## src/rtl/spi_controller_if.sv

```systemverilog
// Request/response and pin bundle for spi_controller.
// master = requester side, slave = the controller itself.
interface spi_controller_if;
  logic       start;
  logic       write;
  logic [6:0] addr;
  logic [7:0] data;
  logic       ready;
  logic       done;
  logic       err;
  logic       nCS;
  logic       SCLK;
  logic       COPI;

  modport master (
    output start, write, addr, data,
    input  ready, done, err, nCS, SCLK, COPI
  );

  modport slave (
    input  start, write, addr, data,
    output ready, done, err, nCS, SCLK, COPI
  );
endinterface

```

## src/rtl/spi_controller.sv

```systemverilog
// Mode-0, MSB-first SPI writer for 16-bit {write, addr, data} frames.
// Optional feature macro: SPI_CONTROLLER_ADDR_FILTER_EN (drop reads / out-of-map addresses).
module spi_controller #(
  parameter int unsigned CLK_DIV = 4,
  parameter int unsigned CS_GAP  = 8
) (
  input logic             i_clk,
  input logic             i_rst,
  spi_controller_if.slave bus
);

  if (CLK_DIV < 4) begin : g_bad_div
    $error("spi_controller: CLK_DIV must be >= 4");
  end

  localparam int unsigned CntMax = (CLK_DIV > CS_GAP) ? CLK_DIV : CS_GAP;
  localparam int unsigned CntW   = $clog2(CntMax + 1);
  localparam logic [CntW-1:0] DivLast = CntW'(CLK_DIV - 1);
  localparam logic [CntW-1:0] GapLast = CntW'((CS_GAP == 0) ? 0 : CS_GAP - 1);

  typedef enum logic [2:0] {StIdle, StSetup, StShift, StHold, StGap, StReject} state_e;

  state_e          r_state, w_state_d;
  logic [CntW-1:0] r_cnt, w_cnt_d;
  logic [4:0]      r_rises, w_rises_d;
  logic [15:0]     r_shift, w_shift_d;
  logic            r_ncs, w_ncs_d;
  logic            r_sclk, w_sclk_d;
  logic            r_copi, w_copi_d;
  logic            r_ready, w_ready_d;
  logic            r_done, w_done_d;
  logic            r_err, w_err_d;

  logic       w_accept, w_drop, w_div_hit, w_gap_hit;
  logic [4:0] w_rises_inc;

  assign w_accept    = bus.start && r_ready;
  assign w_div_hit   = (r_cnt == DivLast);
  assign w_gap_hit   = (r_cnt == GapLast);
  assign w_rises_inc = (r_rises == 5'd16) ? 5'd16 : r_rises + 5'd1;

`ifdef SPI_CONTROLLER_ADDR_FILTER_EN
  assign w_drop = !bus.write || (bus.addr > 7'h04);
`else
  assign w_drop = 1'b0;
`endif

  always_ff @(posedge i_clk) begin
    if (i_rst) begin
      r_state <= StIdle;
      r_cnt   <= '0;
      r_rises <= '0;
      r_shift <= '0;
      r_ncs   <= 1'b1;
      r_sclk  <= 1'b0;
      r_copi  <= 1'b0;
      r_ready <= 1'b1;
      r_done  <= 1'b0;
      r_err   <= 1'b0;
    end else begin
      r_state <= w_state_d;
      r_cnt   <= w_cnt_d;
      r_rises <= w_rises_d;
      r_shift <= w_shift_d;
      r_ncs   <= w_ncs_d;
      r_sclk  <= w_sclk_d;
      r_copi  <= w_copi_d;
      r_ready <= w_ready_d;
      r_done  <= w_done_d;
      r_err   <= w_err_d;
    end
  end

  always_comb begin
    w_state_d = r_state;
    case (r_state)
      StIdle:   if (w_accept) w_state_d = w_drop ? StReject : StSetup;
      StSetup:  if (w_div_hit) w_state_d = StShift;
      StShift:  if (w_div_hit && r_sclk && (r_rises == 5'd16)) w_state_d = StHold;
      StHold:   if (w_div_hit) w_state_d = StGap;
      StGap:    if (w_gap_hit) w_state_d = StIdle;
      StReject: w_state_d = StIdle;
      default:  w_state_d = StIdle;
    endcase
  end

  always_comb begin
    w_cnt_d   = r_cnt + CntW'(1);
    w_rises_d = r_rises;
    w_shift_d = r_shift;
    w_ncs_d   = r_ncs;
    w_sclk_d  = r_sclk;
    w_copi_d  = r_copi;
    w_ready_d = r_ready;
    w_done_d  = 1'b0;
    w_err_d   = 1'b0;
    // Counter restarts on every state change and on every SCLK edge.
    if ((w_state_d != r_state) || (r_state == StIdle) || (r_state == StReject) ||
        ((r_state == StShift) && w_div_hit)) begin
      w_cnt_d = '0;
    end
    case (r_state)
      StIdle: begin
        if (w_accept) begin
          w_ready_d = 1'b0;
          w_rises_d = '0;
          if (w_drop) begin
            w_err_d = 1'b1;
          end else begin
            w_shift_d = {bus.write, bus.addr, bus.data};
            w_ncs_d   = 1'b0;
            w_copi_d  = bus.write;
          end
        end
      end
      StSetup: begin
        if (w_div_hit) begin
          w_sclk_d  = 1'b1;
          w_rises_d = w_rises_inc;
        end
      end
      StShift: begin
        if (w_div_hit) begin
          w_sclk_d = !r_sclk;
          if (!r_sclk) begin
            w_rises_d = w_rises_inc;
          end else if (r_rises == 5'd16) begin
            w_copi_d = 1'b0;
          end else begin
            w_shift_d = {r_shift[14:0], 1'b0};
            w_copi_d  = r_shift[14];
          end
        end
      end
      StHold:   if (w_div_hit) w_ncs_d = 1'b1;
      StGap: begin
        if (w_gap_hit) begin
          w_done_d  = 1'b1;
          w_ready_d = 1'b1;
        end
      end
      StReject: w_ready_d = 1'b1;
      default:  w_ready_d = 1'b1;
    endcase
  end

  assign bus.ready = r_ready;
  assign bus.done  = r_done;
  assign bus.err   = r_err;
  assign bus.nCS   = r_ncs;
  assign bus.SCLK  = r_sclk;
  assign bus.COPI  = r_copi;

endmodule

```

## src/flat_wrapper.sv

```systemverilog
// flat-port wrapper written by rule: the top's interface ports become plain ports
module spi_controller_flat 
#(
  parameter int unsigned CLK_DIV = 4,
  parameter int unsigned CS_GAP  = 8
)
  (i_clk, i_rst, bus_start, bus_write, bus_addr, bus_data, bus_ready, bus_done, bus_err, bus_nCS, bus_SCLK, bus_COPI);
  spi_controller_if bus_i ();
  input logic i_clk;
  input logic i_rst;
  input wire logic [$bits(bus_i.start)-1:0] bus_start;
  input wire logic [$bits(bus_i.write)-1:0] bus_write;
  input wire logic [$bits(bus_i.addr)-1:0] bus_addr;
  input wire logic [$bits(bus_i.data)-1:0] bus_data;
  output wire logic [$bits(bus_i.ready)-1:0] bus_ready;
  output wire logic [$bits(bus_i.done)-1:0] bus_done;
  output wire logic [$bits(bus_i.err)-1:0] bus_err;
  output wire logic [$bits(bus_i.nCS)-1:0] bus_nCS;
  output wire logic [$bits(bus_i.SCLK)-1:0] bus_SCLK;
  output wire logic [$bits(bus_i.COPI)-1:0] bus_COPI;
  assign bus_i.start = bus_start;
  assign bus_i.write = bus_write;
  assign bus_i.addr = bus_addr;
  assign bus_i.data = bus_data;
  assign bus_ready = bus_i.ready;
  assign bus_done = bus_i.done;
  assign bus_err = bus_i.err;
  assign bus_nCS = bus_i.nCS;
  assign bus_SCLK = bus_i.SCLK;
  assign bus_COPI = bus_i.COPI;
  spi_controller #(.CLK_DIV(CLK_DIV), .CS_GAP(CS_GAP)) u_core (.i_clk(i_clk), .i_rst(i_rst), .bus(bus_i));
endmodule
```

## config.mk

```make
export PLATFORM = sky130hd
export DESIGN_NAME = spi_controller_flat
export DESIGN_NICKNAME = d
export VERILOG_FILES = /design/src/rtl/spi_controller_if.sv /design/src/rtl/spi_controller.sv /design/src/flat_wrapper.sv
export SDC_FILE = /design/constraint.sdc
export NUM_CORES = 1
export LEC_CHECK = 0
export ABC_AREA = 0
export BUFFER_PORTS_ARGS = -buffer_cell sky130_fd_sc_hd__clkbuf_2
export CAP_MARGIN = 0
export CELL_PAD_IN_SITES_DETAIL_PLACEMENT = 2
export CELL_PAD_IN_SITES_GLOBAL_PLACEMENT = 2
export CORE_ASPECT_RATIO = 0.7
export CORE_MARGIN = 2
export CORE_UTILIZATION = 31
export DETAILED_ROUTE_END_ITERATION = 8
export PLACE_DENSITY = 0.75
export SLEW_MARGIN = 20
export SYNTH_ARGS = -nofsm -noshare
export SYNTH_HDL_FRONTEND = slang
export SYNTH_SLANG_ARGS = --single-unit
export TNS_END_PERCENT = 10
```

## constraint.sdc

```tcl
create_clock -name i_clk -period 1.5 [get_ports i_clk]
set_input_delay 0.3 -clock i_clk [delete_from_list [all_inputs] [get_ports i_clk]]
set_output_delay 0.3 -clock i_clk [all_outputs]
set_load 0.03 [all_outputs]
```

Word-level counts from Yosys, hierarchy flattened

Index checks and enable logic that the tools add are counted.

Bits in registers: 32
Bits of input ports: 19
Output and inout bits: 6

Add/sub/neg operators: 2
Equal/unequal tests: 17
Mux-type cells: 30
Bitwise logic cells: 2
Reductions and logical operators: 22

Operator list:

| cell                                                                    | number |
|---|---|
| 15-bit 2-to-1 mux                                                       | 4 |
| 15-bit case mux with 2 select lines                                     | 1 |
| 5-bit 2-to-1 mux                                                        | 5 |
| 3-bit 2-to-1 mux                                                        | 5 |
| 3-bit case mux with 5 select lines                                      | 1 |
| 5-bit case mux with 3 select lines                                      | 1 |
| 2-bit by 1-bit inequality test with 1-bit output, second input constant | 6 |
| 5-bit AND reduction                                                     | 2 |
| 1-bit 2-to-1 mux                                                        | 9 |
| 3-bit AND reduction                                                     | 3 |
| 3-bit by 2-bit == test with 1-bit output, second input constant         | 2 |
| 3-bit == test, second input constant                                    | 2 |
| 1-bit case mux with 2 select lines                                      | 3 |
| 2-bit nonzero test                                                      | 3 |
| 5-bit by 1-bit adder with 5-bit output, second input constant           | 1 |
| 5-bit == test, second input constant                                    | 1 |
| 4-bit by 1-bit adder with 4-bit output, second input constant           | 1 |
| 4-bit by 2-bit == test with 1-bit output, second input constant         | 1 |
| 4-bit by 3-bit == test with 1-bit output, second input constant         | 1 |
| 1-bit logical AND                                                       | 4 |
| 2-bit inequality test, second input constant                            | 2 |
| 4-bit AND reduction                                                     | 1 |
| 2-bit OR reduction                                                      | 2 |
| 3-bit by 1-bit == test with 1-bit output, second input constant         | 1 |
| other kinds (8)                                                         | 11 |

Logic depth before layout (Yosys ltp)

Word-level depth: 10
Mapped depth: 8
Depth with buffers taken out: 6

Worst setup path before layout

OpenSTA, ideal clock, no wires.

Path type: flip-flop to flip-flop
Start: reg u_core.r_cnt[0]
End: reg u_core.r_shift[13]
Arrival: 1508 ps
Data required time: 1358 ps
Setup slack: -150 ps
Cell stages (with the launch flop): 8
Clock period less this slack: 1650 ps
Path through: dfxtp_1 > ha_1 > nor3b_2 > a21bo_4 > and2_4 > buf_6 > buf_6 > a211oi_2

Cells in the longest elaborated chain, start to end: 3

RTL lines:

| what                                                       | line                 | source |
|---|---|---|
| start: declaration                                         | spi_controller.sv:24 | `logic [CntW-1:0] r_cnt, w_cnt_d;` |
| start signal: assignment                                   | spi_controller.sv:62 | `r_cnt <= w_cnt_d;` |
| 4-bit by 2-bit == test with 1-bit output                   | spi_controller.sv:38 | `assign w_div_hit = (r_cnt == DivLast);` |
| 2-bit by 1-bit inequality test with 1-bit output (no line) | n/a                  |  |
| 5-bit AND reduction (no line)                              | n/a                  |  |
| end signal: assignment                                     | spi_controller.sv:64 | `r_shift <= w_shift_d;` |
| end: declaration                                           | spi_controller.sv:26 | `logic [15:0] r_shift, w_shift_d;` |

No other way between the ends.
A chain may end at the register's enable or synchronous reset.

Final worst setup path

Start: reg u_core.r_cnt[1]
End: reg u_core.r_rises[1]

Cells in the longest elaborated chain, start to end: 3
Elaborated cells on any way between the ends: 4
Classes of those cells: 3 x eq/ne; 1 x reduce/logical

RTL lines:

| what                                                       | line                 | source |
|---|---|---|
| 4-bit by 2-bit == test with 1-bit output (*)               | spi_controller.sv:38 |  |
| 2-bit by 1-bit inequality test with 1-bit output (no line) | n/a                  |  |
| 5-bit AND reduction (no line) (*)                          | n/a                  |  |
| end signal: assignment                                     | spi_controller.sv:63 | `r_rises <= w_rises_d;` |
| end: declaration                                           | spi_controller.sv:25 | `logic [4:0] r_rises, w_rises_d;` |

Mark *: on every way between the ends. The rest lies on a longest branch, timed or not.

==> flow_summary.toml <==
[status]
violations = "setup timing"
status = "finished, violations left"

[clocking]
cts-root-buf = "clkbuf_8"
cts_max_level = 2
worstSkewPairLatency_ns = 0.30
cts_max_path_buffers = 2
clk_pin_slew_ns = 0.08
cts_tree = "done"
cts_made_buffers = 5
cts_sinks = 32
cts_hold_buf = 0

[routing]
drt_iter0_drc = 64
dr.pass1.iters = 4
drc_errors = 0
routedWlPerCell_um = 23.0
num_vias = 1621
antenna_left = 0
routed_wl_mm = 6.98
vias_per_cell = 5.35

[timing]
setup_viol = 24
rsz0062_at_grt = "true"
period_minus_slack_ns = 1.61
slew_viol_final = 0
layout_setup_ws_ns = -0.108
clock.fmax_ghz = 0.622
fin_crit_sh_pct = 107
timing_hold_violations_final = 0
fin_skew_ns = 0.00934

[flow_run]
maxCapViolations = 0

[global_route]
grt_max_degree = 20
antenna_found_initial = 0
grt_most_used_layer = "met2"
grt_pass1_wl_mm = 9.85
grt_util_met2_pct = 35.9
grt.met3_usage_pct = 4.22
grt_use_met1_pct = 28.2
grt_usage_pct = 21.8
grt_overflow_total = 0
grt_pass1_vias = 1751

[floorplanning]
initial_core_util_pct = 32.2
core_mm2 = 0.00526
die_h_um = 65.9
ioPinCount = 25
die_area_mm2 = 0.00608
num_rows = 22
die_x_um = 92.4

[synth]
synth_area_mm2 = 0.00169
synth_top_area_share_pct = 37.8
synth-seq-cells = 32
yosys.cell_types.count = 44
synth_edf_count = 0
synth_largest_area_cell = "dfxtp_1"
avgSynthCellArea_um2 = 9.41
syn_nets = 202
synth_ff_type = "dfxtp_1"
synth_cells = 180
async_reset_ff_share_pct = 0
seq_area_frac_synth_pct = 37.8
ys_warn_count = 0
synthTopCellsByArea = "dfxtp_1, mux2i_1, a211oi_2, a21oi_1, a211oi_1"

[hold_path]
hp-class = "in -> reg"
min-delay-start = "i_rst"
min_path_cells = 3
min_to = "u_core.r_state[0]$_SDFF_PP0_"

[final_layout]
antenna_cells = 0
utilization_pct = 46.3
nets = 252
drive_gt1_share_pct = 54.5
fin_cells = 303
areaGrowthSynthToFinish_pct = 43.8

[placed_design]
dp.cells = 284
dp_hpwl_mm = 3.95
place_congestion = 0.854
io_buffers = 23

[pwr]
p_leak_nw = 0.909
cellPowerDensity_mw_per_mm2 = 837
vdd_ir_drop_max_mv = 0.328

[worst_setup_path]
ff2ff_path_depth = 6
start_kind = "flip-flop"
r2r-end = "u_core.r_rises[1]$_SDFFE_PP0P_"
cp-end-kind = "flip-flop"
r2r-start = "u_core.r_cnt[1]$_SDFF_PP0_"
arrival_ns = 1.81
required_ns = 1.71
rrSetupSlack_ns = -0.11
path_max_fanout = 4
crit_type = "reg -> reg"
==> layout make-up <==
| type | instances | area, µm² |
|---|---|---|
| well taps | 72 | 90.1 |
| clock buffers | 6 | 82.6 |
| flip-flops and latches | 32 | 657 |
| repair buffers | 55 | 415 |
| multi-input cells | 128 | 1150 |
| inverters | 8 | 30.0 |
| fillers | 541 | 2820 |
| clock inverters | 2 | 10.0 |
==> worst max-delay path, stage by stage (launching register included) <==
cell and delay (ns):
dfxtp_2 0.36, ha_4 0.18, nor3b_4 0.29, buf_4 0.19, nand2_4 0.05, a2111o_1 0.37, o31ai_2 0.07
==> where the power goes <==
group | internal [W] | leakage, nW | total, W | switching (W)
logic | 0.000160 | 0.592 | 0.000365 | 0.000205
clock network | 0.000366 | 0.0510 | 0.000724 | 0.000357
registers | 0.000902 | 0.267 | 0.000950 | 0.0000479
total | 0.00143 | 0.909 | 0.00204 | 0.000610
==> Yosys cell counts, types with 2 or more instances <==
master / number
nand2b_1: 3
nor3b_2: 2
nand3_1: 7
clkbuf_1: 4
a211oi_2: 9
nor3_1: 2
xor2_1: 2
o21ai_0: 2
buf_2: 5
nand3b_1: 3
nand2_1: 7
buf_6: 2
a31oi_1: 2
a21oi_1: 22
mux2i_1: 15
nor2_1: 9
a311oi_1: 2
a221o_1: 2
buf_4: 2
nor3b_1: 3
nand4bb_1: 2
ha_1: 3
xnor2_1: 2
or3_1: 2
a211oi_1: 8
nor2b_1: 2
inv_1: 8
dfxtp_1: 32
==> cells by family after synthesis <==
kind of cell / Yosys count / synth area share [%]
multiplexers: 16 / 9.53
flip-flops: 32 / 37.8
AO/OA/AOI/OAI: 55 / 24.6
AND/OR/NAND/NOR: 48 / 17.2
XOR/XNOR: 4 / 2.07
adder cells (fa/ha/maj): 3 / 2.22
buffers and inverters: 21 / 6.35
other: 1 / 0.221
==> layout by cell type (no fill, tap or decap), drive strengths merged, types with 2 or more instances in the layout <==
cell type,count
a211oi,17
a21oi,22
a221o,2
a311oi,2
a31oi,2
and2,2
buf,32
clkbuf,29
clkinv,2
dfxtp,32
ha,3
inv,8
mux2i,15
nand2,7
nand2b,3
nand3,7
nand3b,3
nand4bb,2
nor2,10
nor2b,2
nor3,2
nor3b,5
o21ai,3
or3,2
xnor2,2
xor2,2
==> per-layer routing <==
layer	share of wire, %	routed length (µm)	up-vias
met3	3.6	251	12
met4	1.6	112	0
met1	48	3370	806
li1	-	-	761
met5	0	0	-
met2	47	3250	42
==> sequential cells by signal (all words and copies together) (netlist names) <==
| register | flops |
|---|---|
| u_core.bus.ready | 1 |
| u_core.r_cnt | 4 |
| u_core.bus.SCLK | 1 |
| u_core.bus.nCS | 1 |
| u_core.bus.COPI | 1 |
| u_core.r_state | 3 |
| u_core.r_rises | 5 |
| u_core.bus.done | 1 |
| u_core.r_shift | 15 |
==> through the flow <==
stage / power, W / hold WS [ns] / instance area, µm² / worst slack, ns / TNS [ns]
global placement: 0.00122 / 0.455 / 2060 / -0.0411 / -0.407
floorplan: 0.00115 / 0.420 / 1760 / -0.0231 / -0.245
global route: 0.00212 / 0.326 / 2440 / -0.179 / -2.04
CTS: 0.00199 / 0.338 / 2290 / -0.0393 / -0.243
finish: 0.00204 / 0.330 / 2440 / -0.108 / -1.02
detailed placement: 0.00125 / 0.482 / 2060 / -0.152 / -1.93
==> how the worst max path moves through the flow <==
stage	start	depth (start not counted)	slack, ns	endpoint
after CTS	u_core.r_cnt[0]$_SDFF_PP0_	6	-0.04	u_core.r_cnt[3]$_SDFF_PP0_
after floorplan	u_core.r_rises[1]$_SDFFE_PP0P_	8	-0.02	u_core.r_shift[13]$_SDFFE_PP0P_
after detailed placement	u_core.r_cnt[1]$_SDFF_PP0_	6	-0.15	u_core.r_cnt[3]$_SDFF_PP0_
final	u_core.r_cnt[1]$_SDFF_PP0_	6	-0.11	u_core.r_rises[1]$_SDFFE_PP0P_
after global placement	u_core.r_cnt[1]$_SDFF_PP0_	5	-0.04	u_core.bus.COPI$_SDFFE_PP0P_
after global routing	u_core.r_cnt[0]$_SDFF_PP0_	6	-0.18	u_core.bus.SCLK$_SDFFE_PP0P_
==> what timing repair did <==
action / 4_1_cts / 5_1_grt
buffers inserted: 3 / 6
cloned: 2 / 0
setup endpoints to repair: 27 / 26
pin swaps: 9 / 21
gates resized for setup: 21 / 23
(Power assumes the default switching activity.)
